--- src/rtl/run_pkg.sv ---
// run_pkg: shared FSM state type and default widths for the run sequencer.
package run_pkg;
   typedef enum logic [1:0] {IDLE, ARM, RUN, DONE} run_state_e;
   localparam int AW_DEF = 8;
   localparam int DW_DEF = 8;
   localparam int CW_DEF = 16;
   localparam int MAX_CYCLES_DEF = 50000;
endpackage

--- src/rtl/sat_counter.sv ---
// sat_counter: up-counter with synchronous clear (priority over enable), saturating at all-ones.
module sat_counter #(
   parameter int CW = 16
) (
   input  logic          Clk,
   input  logic          Reset,
   input  logic          clr_i,
   input  logic          en_i,
   output logic [CW-1:0] cnt_o
);
   logic [CW-1:0] cnt_q, cnt_d;
   always_comb cnt_d = clr_i ? '0 : (en_i && !(&cnt_q)) ? cnt_q + CW'(1) : cnt_q;
   always_ff @(posedge Clk)
      cnt_q <= Reset ? '0 : cnt_d;
   assign cnt_o = cnt_q;
endmodule

--- src/rtl/run_sequencer.sv ---
// run_sequencer: program run controller (Start/Ack handshake, core enable/reset, data-memory arbitration).
// Optional RUN_WATCHDOG_EN ends a run after MAX_CYCLES RUN cycles with Timeout set.
module run_sequencer
   import run_pkg::*;
#(
   parameter int AW         = AW_DEF,
   parameter int DW         = DW_DEF,
   parameter int CW         = CW_DEF,
   parameter int MAX_CYCLES = MAX_CYCLES_DEF
) (
   input  logic          Clk,
   input  logic          Reset,
   input  logic          Start_i,
   input  logic          Done_i,
   output logic          Ack_o,
   output logic          CoreEn_o,
   output logic          CoreRst_o,
   input  logic          HostReq_i,
   input  logic          HostWe_i,
   input  logic [AW-1:0] HostAddr_i,
   input  logic [DW-1:0] HostWData_i,
   output logic          HostGnt_o,
   input  logic          CoreMemWe_i,
   input  logic [AW-1:0] CoreAddr_i,
   input  logic [DW-1:0] CoreWData_i,
   output logic [AW-1:0] MemAddr_o,
   output logic          MemWe_o,
   output logic [DW-1:0] MemWData_o,
   input  logic [DW-1:0] MemRData_i,
   output logic [DW-1:0] RData_o,
   output logic [CW-1:0] CycleCt_o,
   output logic          Timeout_o
);
`ifdef RUN_WATCHDOG_EN
   localparam bit WD_EN = 1'b1;
`else
   localparam bit WD_EN = 1'b0;
`endif
   run_state_e state_q;
   logic ack_q, core_en_q, core_rst_q, timeout_q;
   logic run, wd, cnt_clr;
   assign run = state_q == RUN;
   assign wd  = WD_EN && run && !Done_i && !Start_i && CycleCt_o == CW'(MAX_CYCLES - 1);
   // Any Start while not already armed re-arms, so the count is zero on ARM entry.
   assign cnt_clr = Start_i || state_q == ARM;
   sat_counter #(.CW(CW)) u_cnt (
      .Clk   (Clk),
      .Reset (Reset),
      .clr_i (cnt_clr),
      .en_i  (run),
      .cnt_o (CycleCt_o)
   );
   always_ff @(posedge Clk) begin
      if (Reset) begin
         state_q    <= IDLE;
         ack_q      <= 1'b0;
         core_en_q  <= 1'b0;
         core_rst_q <= 1'b1;
         timeout_q  <= 1'b0;
      end else begin
         unique case (state_q)
            IDLE: if (Start_i) state_q <= ARM;
            ARM: if (!Start_i) begin
               state_q    <= RUN;
               core_en_q  <= 1'b1;
               core_rst_q <= 1'b0;
            end
            RUN: if (Start_i) begin
               state_q    <= ARM;
               core_en_q  <= 1'b0;
               core_rst_q <= 1'b1;
            end else if (Done_i || wd) begin
               state_q   <= DONE;
               core_en_q <= 1'b0;
               ack_q     <= 1'b1;
               timeout_q <= wd;
            end
            DONE: if (Start_i) begin
               state_q    <= ARM;
               ack_q      <= 1'b0;
               core_rst_q <= 1'b1;
               timeout_q  <= 1'b0;
            end
            default: state_q <= IDLE;
         endcase
      end
   end
   assign Ack_o      = ack_q;
   assign CoreEn_o   = core_en_q;
   assign CoreRst_o  = core_rst_q;
   assign Timeout_o  = timeout_q;
   assign HostGnt_o  = HostReq_i && !run;
   assign MemAddr_o  = HostGnt_o ? HostAddr_i : CoreAddr_i;
   assign MemWData_o = HostGnt_o ? HostWData_i : CoreWData_i;
   assign MemWe_o    = (HostGnt_o && HostWe_i) || (run && CoreMemWe_i);
   assign RData_o    = MemRData_i;
endmodule

--- config.mk ---
export PLATFORM = sky130hd
export DESIGN_NAME = run_sequencer
export DESIGN_NICKNAME = d
export VERILOG_FILES = /design/src/rtl/run_pkg.sv /design/src/rtl/sat_counter.sv /design/src/rtl/run_sequencer.sv
export SDC_FILE = /design/constraint.sdc
export NUM_CORES = 1
export LEC_CHECK = 0
export CAP_MARGIN = 20
export CORE_MARGIN = 5
export CORE_UTILIZATION = 39
export DETAILED_ROUTE_END_ITERATION = 12
export PLACE_DENSITY = 0.87
export REMOVE_ABC_BUFFERS = 1
export SETUP_SLACK_MARGIN = 0.5
export SLEW_MARGIN = 5
export SYNTH_ARGS = -nofsm -noshare
export SYNTH_HDL_FRONTEND = slang
export SYNTH_SLANG_ARGS = --single-unit
--- constraint.sdc ---
create_clock -name Clk -period 4.65 [get_ports Clk]
set_clock_uncertainty 0.05 [all_clocks]
set_input_delay 1.1625 -clock Clk [delete_from_list [all_inputs] [get_ports Clk]]
set_output_delay 1.1625 -clock Clk [all_outputs]
set_load 0.02 [all_outputs]
## Word level (Yosys, flattened, before mapping)

Index checks and enable logic that the tools add are counted.

- Eq/ne operators: 10
- Add/subtract/negate cells: 1
- Reduce and logical (&&, ||, !) cells: 20
- Multiplexer cells: 20

Operators with widths:

| cell | count |
|---|---|
| $add 16x1->16 const B | 1 |
| $mux 8 | 2 |
| $reduce_and 16->1 | 1 |
| $mux 1 | 9 |
| $reduce_and 3->1 | 3 |
| $mux 2 | 4 |
| $ne 2x2->1 const B | 4 |
| $pmux 1 s2 | 4 |
| $pmux 2 s3 | 1 |
| $reduce_bool 2->1 | 3 |
| $reduce_or 2->1 | 3 |
| $eq 2x2->1 const B | 2 |
| $logic_and 1x1->1 | 4 |
| $ne 2x1->1 const B | 2 |
| $reduce_and 4->1 | 1 |
| $ne 3x3->1 const B | 1 |
| $eq 2x1->1 const B | 1 |
| $logic_not 1->1 | 2 |
| $logic_not 2->1 | 1 |
| $logic_or 1x1->1 | 2 |

- Input port bits: 47
- Flip-flop bits (word level): 22
- Word-level logic and storage cells: 57

## Longest topological paths before layout

Gate-level depths: netlist of the first run.

- Depth after elaboration: 5
- Gate-level depth with buffers: 8
- Depth with buffers taken out: 6

## Modules after synthesis

A second synthesis of the first run with hierarchy kept.

- Cell total of the unflattened synthesis: 183
- Area, all modules: 1,631.6 um^2

Modules (own cells, without submodules):

| module | area each (um^2) | cells each | instances |
|---|---|---|---|
| sat_counter | 924.6 | 110 | 1 |
| run_sequencer | 706.9 | 73 | 1 |

## Worst setup path before layout of the first run

No wires, ideal clock.

- Path type: in2out
- From: in HostReq_i
- To: out MemAddr_o[5]
- Cell stages on the path: 6
- Arrival time: 2.210 ns
- Required time: 3.438 ns
- Slack: 1.228 ns
- Cells stage by stage: nand2b_1 clkbuf_1 clkinv_1 clkbuf_1 nand2_1 nand2_1

- Cells in the longest elaborated chain, start to end: 2

Ends and longest elaborated chain:

| item | RTL line | text |
|---|---|---|
| start, declared | run_sequencer.sv:18 | `input logic HostReq_i,` |
| $logic_and 1x1->1 | run_sequencer.sv:92 | `assign HostGnt_o = HostReq_i && !run;` |
| named net HostGnt_o | run_sequencer.sv:22 | `output logic HostGnt_o,` |
| $mux 8 | run_sequencer.sv:93 | `assign MemAddr_o = HostGnt_o ? HostAddr_i : CoreAddr_i;` |
| end, declared | run_sequencer.sv:26 | `output logic [AW-1:0] MemAddr_o,` |

The timed path passes the listed nets, and every way through them passes these cells.

## Worst setup path after layout of the first run

- From: in HostReq_i
- To: out MemWe_o

- Cells in the longest elaborated chain, start to end: 3

Ends and longest elaborated chain:

| item | RTL line | text |
|---|---|---|
| $logic_and 1x1->1 | run_sequencer.sv:92 |  |
| $logic_and 1x1->1 | run_sequencer.sv:95 | `assign MemWe_o = (HostGnt_o && HostWe_i) \|\| (run && CoreMemWe_i);` |
| $logic_or 1x1->1 | run_sequencer.sv:95 |  |
| end, declared | run_sequencer.sv:27 | `output logic MemWe_o,` |

Every way passes these cells.

==> impl_metrics.py, run 1 <==
metrics = {
    "placement": {
        "hpwl_um": 3340,
        "dp_slack_ns": 0.557,
        "placed_area_um2": 2150,
        "dp.cells": 302,
        "portBuffers": 75,
        "gp_congestion": 0.882,
    },
    "route": {
        "drcViolationCount": 0,
        "first_pass_iters": 4,
        "vias_per_cell": 5.05,
        "wl_per_cell_um": 14.0,
        "vias": 1544,
        "wl_um": 4290,
        "antenna_left": 0,
        "drt_iter0_markers": 67,
    },
    "yosys": {
        "seq_area_frac_synth": 0.290,
        "synth_ff_type": "dfxtp_1",
        "synth_seq_cells": 21,
        "postSynth.asyncResetShare": 0,
        "synth_cells": 195,
        "synth_edf_count": 0,
        "synthesis.area_um2": 1450,
        "avgSynthCellArea_um2": 7.43,
        "ys_warn_count": 0,
        "synth_cell_type_count": 42,
    },
    "die": {
        "core_um2": 3630,
        "dieWidth_um": 71.0,
        "dieHeight_um": 71.0,
        "die_area_um2": 5030,
        "rows": 22,
        "start_util": 0.399,
        "io_pins": 93,
    },
    "clock_network": {
        "htree_levels": 1,
        "cts_tree": "built",
        "postCtsHoldBufs": 0,
        "clk_pin_slew_ns": 0.08,
        "cts_buffers": 3,
        "clock_latency_ns": 0.26,
        "cts_root_buffer": "clkbuf_8",
        "cts_buffer_depth": 2,
        "clkSinkCount": 21,
    },
    "pwr": {
        "p_sw_mw": 0.259,
        "internal-power_mw": 0.420,
        "pwr-share-clk": 0.180,
        "vdd_ir_drop_max_mv": 0.203,
        "switching_share": 0.381,
        "pwr-share-seq": 0.318,
        "pwr_density_cell_nw_per_um2": 308,
        "combPwrFrac": 0.502,
        "power_leakage_nw": 0.843,
    },
    "sta": {
        "relSlewSlack": 0.471,
        "hold_viol": 0,
        "min_period_ns": 4.03,
        "fin_ws_ns": 0.624,
        "finalSetupViolCount": 0,
        "tightestPinTransition_ns": 0.790,
        "timing.fmax_mhz": 248,
        "slew_viol_final": 0,
        "finalCritPeriodShare": 0.866,
        "rsz0062_at_grt": "false",
        "setup_tns_ns": 0,
    },
    "grt": {
        "grt_pass1_wl_um": 6820,
        "grt_use_total": 0.166,
        "antenna_found_initial": 0,
        "grt_max_degree": 19,
        "grt_overflow": 0,
        "first_global_vias": 1414,
    },
    "worst_setup_path": {
        "critPathLaunchType": "primary input",
        "worst-setup-path-type": "in2out",
        "cp_data_required_time_ns": 3.44,
        "slowest_stage": "clkdlybuf4s50_1",
        "cpMostUsedCell": "clkdlybuf4s50_1",
        "critPathMaxFanout": 18,
        "cp-end-kind": "output pin",
        "worstPathArrival_ns": 2.81,
        "cpPeakStageDelay_ns": 0.53,
        "critical_path.n_buffers_inverters": 3,
        "crit_family": "buffers and inverters",
        "path_cells": "clkdlybuf4s50_1, nand2b_1, clkinvlp_4, a22o_1, clkdlybuf4s50_1",
    },
    "job": {
        "max-cap-violations": 0,
    },
    "layout": {
        "drive_above_1_share": 0.0388,
        "syn_to_final_growth_pct": 52.0,
        "fin_area_um2": 2200,
        "fill_cells": 333,
        "num-nets-final": 312,
        "fin_cells": 306,
        "n_antenna_cell": 0,
        "fin_util": 0.606,
    },
    "hold_path": {
        "min_path_type": "reg2reg",
    },
    "run_status": {
        "outcome": "finished clean",
    },
}
-- cell families (layout without fill, tap and decap cells) --
family                   count (synthesis)  in the layout  share of synthesized area
AO/OA/AOI/OAI                           39             39                      0.187
AND/OR/NAND/NOR                        103            103                      0.352
flip-flops                              21             21                      0.290
adder cells (fa/ha/maj)                  6              6                     0.0518
XOR/XNOR                                 1              1                    0.00605
multiplexers                             3              3                     0.0207
buffers and inverters                   21             84                     0.0889
other                                    1              1                    0.00259
-- sequential cells by signal (all words and copies together), names as in the netlist --
register     count
CoreRst_o        1
u_cnt.cnt_o     16
state_q          2
Ack_o            1
CoreEn_o         1
-- final timing paths --
kind	from	endpoint	slack, ns	cells after the start
min reg2reg	CoreRst_o	CoreRst_o	0.47	2
max reg2reg	state_q[1]	u_cnt.cnt_o[8]	2.61	5
min	CoreRst_o	CoreRst_o	0.47	2
max	HostReq_i	MemWe_o	0.62	5
-- cell type report --
class | instances | area (um^2) | share of cell area
sequential | 21 | 420 | 0.191
multi-input combinational | 153 | 900 | 0.409
timing repair buffer | 76 | 758 | 0.344
tap | 48 | 60.1 | 0.0273
clock buffer | 4 | 45.0 | 0.0205
inverter | 4 | 18.8 | 0.00852
-- repair_timing --
action                                  4_1_cts  5_1_grt
buffers inserted                              0        0
endpoints found under the setup margin        0       17
gates resized for setup                       0        1
-- tightest hold or removal path, delay by kind of cell, from the launching register on --
family | cells | cell delay, ns
AND/OR/NAND/NOR | 1 | 0.05
flip-flops | 1 | 0.33
AO/OA/AOI/OAI | 1 | 0.12
-- through the flow --
step / total power [mW] / hold slack (ns)
global placement: 0.555 / 0.448
CTS: 0.682 / 0.478
floorplan: 0.409 / 0.471
detailed placement: 0.561 / 0.460
finish: 0.679 / 0.471
global route: 0.725 / 0.509
-- power by group through the flow --
stage / registers (mW) / clock network, mW / logic [mW]
floorplan: 0.230 / 0 / 0.178
global placement: 0.220 / 0 / 0.335
detailed placement: 0.220 / 0 / 0.341
CTS: 0.216 / 0.124 / 0.342
global route: 0.220 / 0.131 / 0.373
finish: 0.216 / 0.122 / 0.341
-- cells in the final DEF (no fill, tap or decap), types with 2 or more instances in the layout --
cell type	netlist	layout
nand4_2	2	2
nor3_1	2	2
mux2i_1	3	3
and4_1	2	2
inv_1	3	3
nand4_1	3	3
o21a_1	4	4
clkbuf_8	0	3
o41ai_1	2	2
nand2b_1	2	2
a21oi_1	12	12
nand2_1	55	55
nand3_1	6	6
or4_1	5	5
o31ai_1	4	4
a211oi_1	4	4
o21ai_0	2	2
clkdlybuf4s50_1	0	75
nor4_1	4	4
dfxtp_1	21	21
nor2_1	11	11
ha_1	6	6
o21ai_1	4	4
or3_1	5	5
-- synthesized netlist by cell type (3+ instances only) --
cell type / number / area share
or4_1: 5 / 0.026
a21oi_1: 12 / 0.041
nand3_1: 6 / 0.021
a211oi_1: 4 / 0.021
buf_4: 9 / 0.047
nor2_1: 11 / 0.028
o31ai_1: 4 / 0.021
mux2i_1: 3 / 0.021
or3_1: 5 / 0.022
ha_1: 6 / 0.052
dfxtp_1: 21 / 0.29
inv_1: 3 / 0.0078
clkbuf_1: 5 / 0.013
o21ai_1: 4 / 0.014
nand4_1: 3 / 0.013
nor4_1: 4 / 0.017
nand2_1: 55 / 0.14
o21a_1: 4 / 0.021
-- per-layer routing --
| metal | global-route usage | vias up | part of all wire |
|---|---|---|---|
| met1 | 0.207 | 687 | 0.42 |
| met5 | 0 | - | 0 |
| li1 | - | 811 | - |
| met3 | 0.0668 | 4 | 0.070 |
| met4 | 0.0313 | 0 | 0.0068 |
| met2 | 0.273 | 42 | 0.50 |
(Power assumes the default switching activity.)
==> run 2, diff against run 1 <==
CORE_MARGIN = 2   (was 5)
==> run 2 against run 1 <==
Compared with the run above:
- final cell count did not move
- clock power about the same
- worst setup slack gained 0.011 ns
- via count rose by 3.8%
- global-route usage increased by 4.3 points
- clock-buffer cell count is the same
- fmax up 0.27%
- sequential power about the same
- first-iteration DRC count increased by 39%
- routed wire length is 3.5% higher
- die area down 16%
- hold slack worse by 0.0032 ns
- largest power group unchanged
- highest routed layer unchanged
==> impl_metrics.py, run 2 (synthesis results as in run 1) <==
metrics = {
    "sta": {
        "fin_ws_ns": 0.635,
        "slew_viol_final": 0,
        "setup_tns_ns": 0,
        "hold_viol": 0,
        "finalSetupViolCount": 0,
        "finalCritPeriodShare": 0.863,
        "hold_ws_ns": 0.467,
        "relSlewSlack": 0.451,
        "min_period_ns": 4.01,
        "tightestPinTransition_ns": 0.820,
        "timing.fmax_mhz": 249,
        "rsz0062_at_grt": "false",
    },
    "layout": {
        "num-nets-final": 312,
        "drive_above_1_share": 0.0388,
        "n_antenna_cell": 0,
        "largest_reg_flops": 16,
        "final_common_cell": "clkdlybuf4s50_1",
        "layout_common_cells": "clkdlybuf4s50_1, nand2_1, dfxtp_1",
        "syn_to_final_growth_pct": 52.0,
    },
    "hold_path": {
        "holdPathEnd": "CoreRst_o",
        "hold_depth": 2,
        "min_path_type": "reg2reg",
        "min-delay-start": "CoreRst_o",
    },
    "die": {
        "rows": 22,
        "core_um2": 3610,
        "die_area_um2": 4220,
        "start_util": 0.402,
        "io_pins": 93,
        "dieWidth_um": 65.0,
        "dieHeight_um": 65.0,
    },
    "pwr": {
        "power_leakage_nw": 0.843,
        "pwr_density_cell_nw_per_um2": 307,
        "vdd_ir_drop_max_mv": 0.221,
    },
    "worst_setup_path": {
        "critPathMaxFanout": 18,
        "reg2reg_to": "u_cnt.cnt_o[8]",
        "r2r-start": "state_q[1]",
        "worst-setup-path-type": "in2out",
        "worstPathArrival_ns": 2.80,
        "r2r_setup_slack_ns": 2.55,
        "reg2regPathDepth": 5,
        "critPathLaunchType": "primary input",
        "cp_data_required_time_ns": 3.44,
        "cp-end-kind": "output pin",
    },
    "route": {
        "drcViolationCount": 0,
        "first_pass_iters": 5,
        "wl_um": 4440,
        "drt_iter0_markers": 93,
        "vias_per_cell": 5.24,
        "vias": 1602,
        "antenna_left": 0,
        "wl_per_cell_um": 14.5,
    },
    "placement": {
        "portBuffers": 75,
        "dp_slack_ns": 0.530,
        "gp_congestion": 0.830,
        "hpwl_um": 3480,
    },
    "clock_network": {
        "clk_pin_slew_ns": 0.07,
        "postCtsSetupRepairBufs": 0,
        "htree_levels": 1,
        "cts_buffer_depth": 2,
        "clock_latency_ns": 0.26,
        "postCtsHoldBufs": 0,
        "ctsResizeCount": 0,
        "clkSinkCount": 21,
        "cts_root_buffer": "clkbuf_8",
        "cts_tree": "built",
        "cts_buffers": 3,
    },
    "grt": {
        "grt_max_degree": 19,
        "grt_overflow": 0,
        "antenna_found_initial": 0,
        "first_global_vias": 1468,
        "grt_use_total": 0.209,
        "grt_pass1_wl_um": 6910,
    },
    "run_status": {
        "outcome": "finished clean",
    },
    "job": {
        "max-cap-violations": 0,
    },
}
run 2: cell counts in the layout (fill, tap and decap cells not counted):
Identical to the previous run, type by type.
run 2: worst max-delay path by stage:
stage / start / end / slack (ns)
2_1_floorplan: HostReq_i / MemWe_o / 1.05
6_report: HostReq_i / MemWe_o / 0.64
4_1_cts: HostReq_i / MemWe_o / 0.53
3_5_place_dp: HostReq_i / MemWe_o / 0.53
3_3_place_gp: HostReq_i / MemWe_o / 0.58
5_1_grt: HostReq_i / MemWe_o / 0.54
run 2: per-layer routing:
layer	part of all wire	global-route usage
met1	0.39	0.226
met2	0.49	0.360
met3	0.10	0.120
met4	0.0088	0.0372
met5	0	0
run 2: cell type report:
| type | instances | area (um^2) |
|---|---|---|
| fill | 324 | 1400 |
| multi-input combinational | 153 | 900 |
| timing repair buffer | 76 | 758 |
| sequential | 21 | 420 |
| tap | 48 | 60.1 |
| clock buffer | 4 | 45.0 |
| inverter | 4 | 18.8 |
run 2: power breakdown:
group          leakage [nW]  internal (mW)  switching (mW)
Clock                0.0228         0.0611          0.0596
Sequential            0.170          0.198          0.0191
Combinational         0.650          0.162           0.178
Total                 0.843          0.420           0.257
run 2: through the flow:
stage	cell area, um^2	std cells	power, mW	utilization
2_1_floorplan	1340	178	0.409	-
3_3_place_gp	2150	302	0.553	0.597
3_5_place_dp	2150	302	0.560	0.597
4_1_cts	2200	306	0.682	0.610
5_1_grt	2200	306	0.721	0.611
6_report	2200	306	0.677	0.611
run 2: worst max-delay path, stage by stage:
cell and delay, ns:
clkdlybuf4s50_1 0.39, nand2b_1 0.14, clkinvlp_4 0.29, a22o_1 0.28, clkdlybuf4s50_1 0.53
==> RTL edit 1: new RTL, flow settings as in run 1 <==
Re-encode `run_state_e` (4 states) as one-hot, 4 bits wide.
--- a/src/rtl/run_pkg.sv
+++ b/src/rtl/run_pkg.sv
@@ -1,5 +1,5 @@
 // run_pkg: shared FSM state type and default widths for the run sequencer.
 package run_pkg;
-   typedef enum logic [1:0] {IDLE, ARM, RUN, DONE} run_state_e;
+   typedef enum logic [3:0] {IDLE = 4'b0001, ARM = 4'b0010, RUN = 4'b0100, DONE = 4'b1000} run_state_e;
    localparam int AW_DEF = 8;
    localparam int DW_DEF = 8;
Function: same outputs for any inputs over 10 cycles, from zero or initial values and one cycle with Reset high; not proved beyond that.
==> RTL edit 1 against run 1 <==
Cell area decreased by 0.57%. Sequential share of layout area increased by 1.9 points. Routed wire length decreased by 4.1%. Setup slack got worse by 64 ps. Global-route usage decreased by 0.45 points. Sequential cell count increased by 2. Synthesized area decreased by 0.43%.
Power is not compared: it rests on default switching activity, and its combinational part moved more than twofold at a synthesized area within 25%.
==> RTL edit 1: results (changes against run 1) <==
| Metric | Value |
|---|---|
| Vias in the first global route | 1,517 (+7.3%) |
| Detail-routed via count per cell | 5.44 (+7.8%) |
| Pin slew with the least headroom to its limit | 756 ps (-34.3 ps) |
| Fillers | 329 (-1.2%) |
| Final-stage net count | 280 (-10%) |
| Register area | 460 µm² (+9.5%) |
| Destination of the worst hold path | CoreEn_o |
| Non-clock buffer contribution to total cell area | 34.5% (+0.082 points) |
| Worst path arrival time | 2880 ps (+70 ps) |
| Result of the run | completed |
| Worst reg2reg setup slack | 2500 ps (-110 ps) |
| Number of sinks handled by clock tree synthesis | 23 (+9.5%) |
| Met2 routed wirelength | 1970 µm (-8.0%) |
| Maximum fanout along the worst path | 17 (-1) |
| Endpoint of the lowest-slack register-to-register path | u_cnt.cnt_o[13] |
| Synth area leaders | sky130_fd_sc_hd__dfxtp_1 32%, sky130_fd_sc_hd__mux2_2 7.8%, sky130_fd_sc_hd__a21oi_1 6.6% |
| R2R depth | 4 (-1) |
| Share of synthesized area occupied by flip-flops and latches | 31.9% (+2.9 points) |
| Post-synth top cells | 23 x sky130_fd_sc_hd__dfxtp_1, 19 x sky130_fd_sc_hd__a21oi_1 |
| Met2 usage | 28.7% (+1.4 points) |
| Area after detailed placement | 2140 µm² (-0.58%) |
| Starting DRT DRC Count | 101 (+51%) |
| Clock network share of area | 2.23% (+0.18 points) |
| R2R Path Start | state_q[0] |
| Launch instance of the worst min-delay path | CoreEn_o |
| Most common cell in the synthesized netlist | sky130_fd_sc_hd__dfxtp_1 |
| Share of cells above drive strength 1 | 11.3% (+7.4 points) |
| Biggest cell delay along the critical path | 550 ps (+20 ps) |
| Routability cong. | 0.813 (-7.8%) |
| First-pass GRT wire length | 6690 µm (-1.9%) |
| Largest net degree at the start of global routing | 18 (-1) |
| Multi-input combinational area share | 38.8% (-2.1 points) |
| Post-Route M1 WL | 1610 µm (-11%) |
-- RTL edit 1: cell types whose count changed after synthesis, sizes merged, moves of 5 or more --
| cell | delta |
|---|---|
| a21oi | +7 |
| or2 | +5 |
| mux2 | +16 |
| ha | -5 |
| nand2 | -44 |
-- RTL edit 1: through the flow --
stage               total power [W]  cells  setup WS [ps]  hold WS [ps]
finish                     0.000429    279            560           435
global route               0.000445    279            502           454
CTS                        0.000433    279            544           439
detailed placement         0.000306    275            551           426
global placement           0.000305    274            562           412
floorplan                  0.000245    151           1610           493
-- RTL edit 1: cell families after synthesis --
kind of cell / Yosys count / synth area share, %
and+or+nand+nor: 61 / 26.2
buffers and inverters: 20 / 9.19
adders and majority gates: 1 / 0.867
other: 1 / 0.260
muxes: 16 / 12.5
DFF: 23 / 31.9
xor gates and xnor gates: 2 / 1.21
AOI/OAI and AO/OA: 43 / 17.9
==> RTL edit 2: new RTL, flow settings as in run 1 <==
Without the edit above. Set the package constant `AW_DEF` to 9 (it was 8).
--- a/src/rtl/run_pkg.sv
+++ b/src/rtl/run_pkg.sv
@@ -2,5 +2,5 @@
 package run_pkg;
    typedef enum logic [1:0] {IDLE, ARM, RUN, DONE} run_state_e;
-   localparam int AW_DEF = 8;
+   localparam int AW_DEF = 9;
    localparam int DW_DEF = 8;
    localparam int CW_DEF = 16;
Interface: changed (resized CoreAddr_i, HostAddr_i and MemAddr_o); port bits go from 93 to 96. No check against the original RTL was run, so the function may have changed too.
==> RTL edit 2 against run 1 <==
Synthesized area up 2.1%. Setup slack got worse by 6.8 ps. Routed wire length increased by 3.8%. Cell area up 3.4%. Sequential share of layout area is 0.62 points lower. Total power is 2.3% higher. Sequential cell count unchanged. Non-clock buffer count is 3 higher. Critical path type unchanged. Largest cell class unchanged. Highest routed layer unchanged.
==> RTL edit 2: results (changes against run 1) <==
| Metric | Value |
|---|---|
| Result of the run | completed |
| Worst reg2reg setup slack | 2590 ps (-20 ps) |
| Non-Clock Buffer Count | 79 (+3.9%) |
| Synth area leaders | sky130_fd_sc_hd__dfxtp_1 28%, sky130_fd_sc_hd__nand2_1 15%, sky130_fd_sc_hd__ha_1 5.1% |
| Proportion of synthesized area in mux cells | 2.03% (-0.042 points) |
| Wire length on met3 | 415 µm (+38%) |
| Inverter count of the layout excluding clock inverters | 5 (+1) |
| Area used by multi-input combinational logic | 940 µm² (+4.5%) |
| Fillers | 315 (-5.4%) |
| Routability cong. | 0.877 (-0.59%) |
| Distinct cell type count after synthesis | 48 (+14%) |
| Largest net degree at the start of global routing | 20 (+1) |
| Final core area utilization | 62.2% (+1.6 points) |
| Total GRT Usage | 17.2% (+0.63 points) |
| Area after detailed placement | 2230 µm² (+3.4%) |
| Compound-cell area share of the yosys netlist | 17.8% (-0.97 points) |
| Pin slew with the least headroom to its limit | 851 ps (+60.4 ps) |
| Destination of the worst hold path | u_cnt.cnt_o[1] |
| Multi-Input Combinational | 158 (+3.3%) |
| Core Box Area | 3660 µm² (+0.76%) |
| Starting DRT DRC Count | 104 (+55%) |
| HPWL reported at the end of detailed placement | 3620 µm (+8.3%) |
| Launch instance of the worst min-delay path | u_cnt.cnt_o[1] |
| Max VDD drop | 222 µV (+9.3%) |
| Met2 routed wirelength | 2140 µm (about the same) |
| Worst hold margin | 464 ps (-6.52 ps) |
| Via total after detailed routing | 1,613 (+4.5%) |
| Maximum fanout along the worst path | 19 (+1) |
| Mean instance size in the synthesized netlist | 7.43 µm² (about the same) |
| Power after layout | 0.000695 W (+2.3%) |
| Met3 routing resource usage after global routing | 7.57% (+0.90 points) |
| Port bufs | 78 (+4.0%) |
| Adder and majority gate portion of the synthesized area | 5.08% (-0.11 points) |
| Share of cells above drive strength 1 | 7.12% (+3.2 points) |
| WL final | 4450 µm (+3.8%) |
| Sequential cell area share | 18.5% (-0.62 points) |
| Met1 GRT Util | 20.2% (-0.43 points) |
| Final period demand of the worst path | 4030 ps (+6.78 ps) |
| Worst path arrival time | 2820 ps (about the same) |
| Endpoint of the lowest-slack register-to-register path | u_cnt.cnt_o[2] |
| Clock network share of area | 1.98% (-0.066 points) |
-- RTL edit 2: cell families (layout without fill, tap and decap cells) --
| logic type | after synthesis | after routing |
|---|---|---|
| flip-flops | 21 | 21 |
| AND/OR/NAND/NOR | 109 | 109 |
| adder cells (fa/ha/maj) | 6 | 6 |
| multiplexers | 3 | 3 |
| AO/OA/AOI/OAI | 38 | 38 |
| buffers and inverters | 20 | 88 |
| XOR/XNOR | 1 | 1 |
| other | 1 | 1 |
-- RTL edit 2: worst max-delay path: cells and delay by family --
family	cells	cell delay [ps]
AOI/OAI and AO/OA	1	280
buffers and inverters	3	1240
and+or+nand+nor	1	130
-- RTL edit 2: report_power, final --
part / total, W / internal, W / switching, W
sequential: 0.000217 / 0.000198 / 0.0000194
clock: 0.000119 / 0.0000609 / 0.0000579
combinational: 0.000359 / 0.000170 / 0.000189
total: 0.000695 / 0.000428 / 0.000266
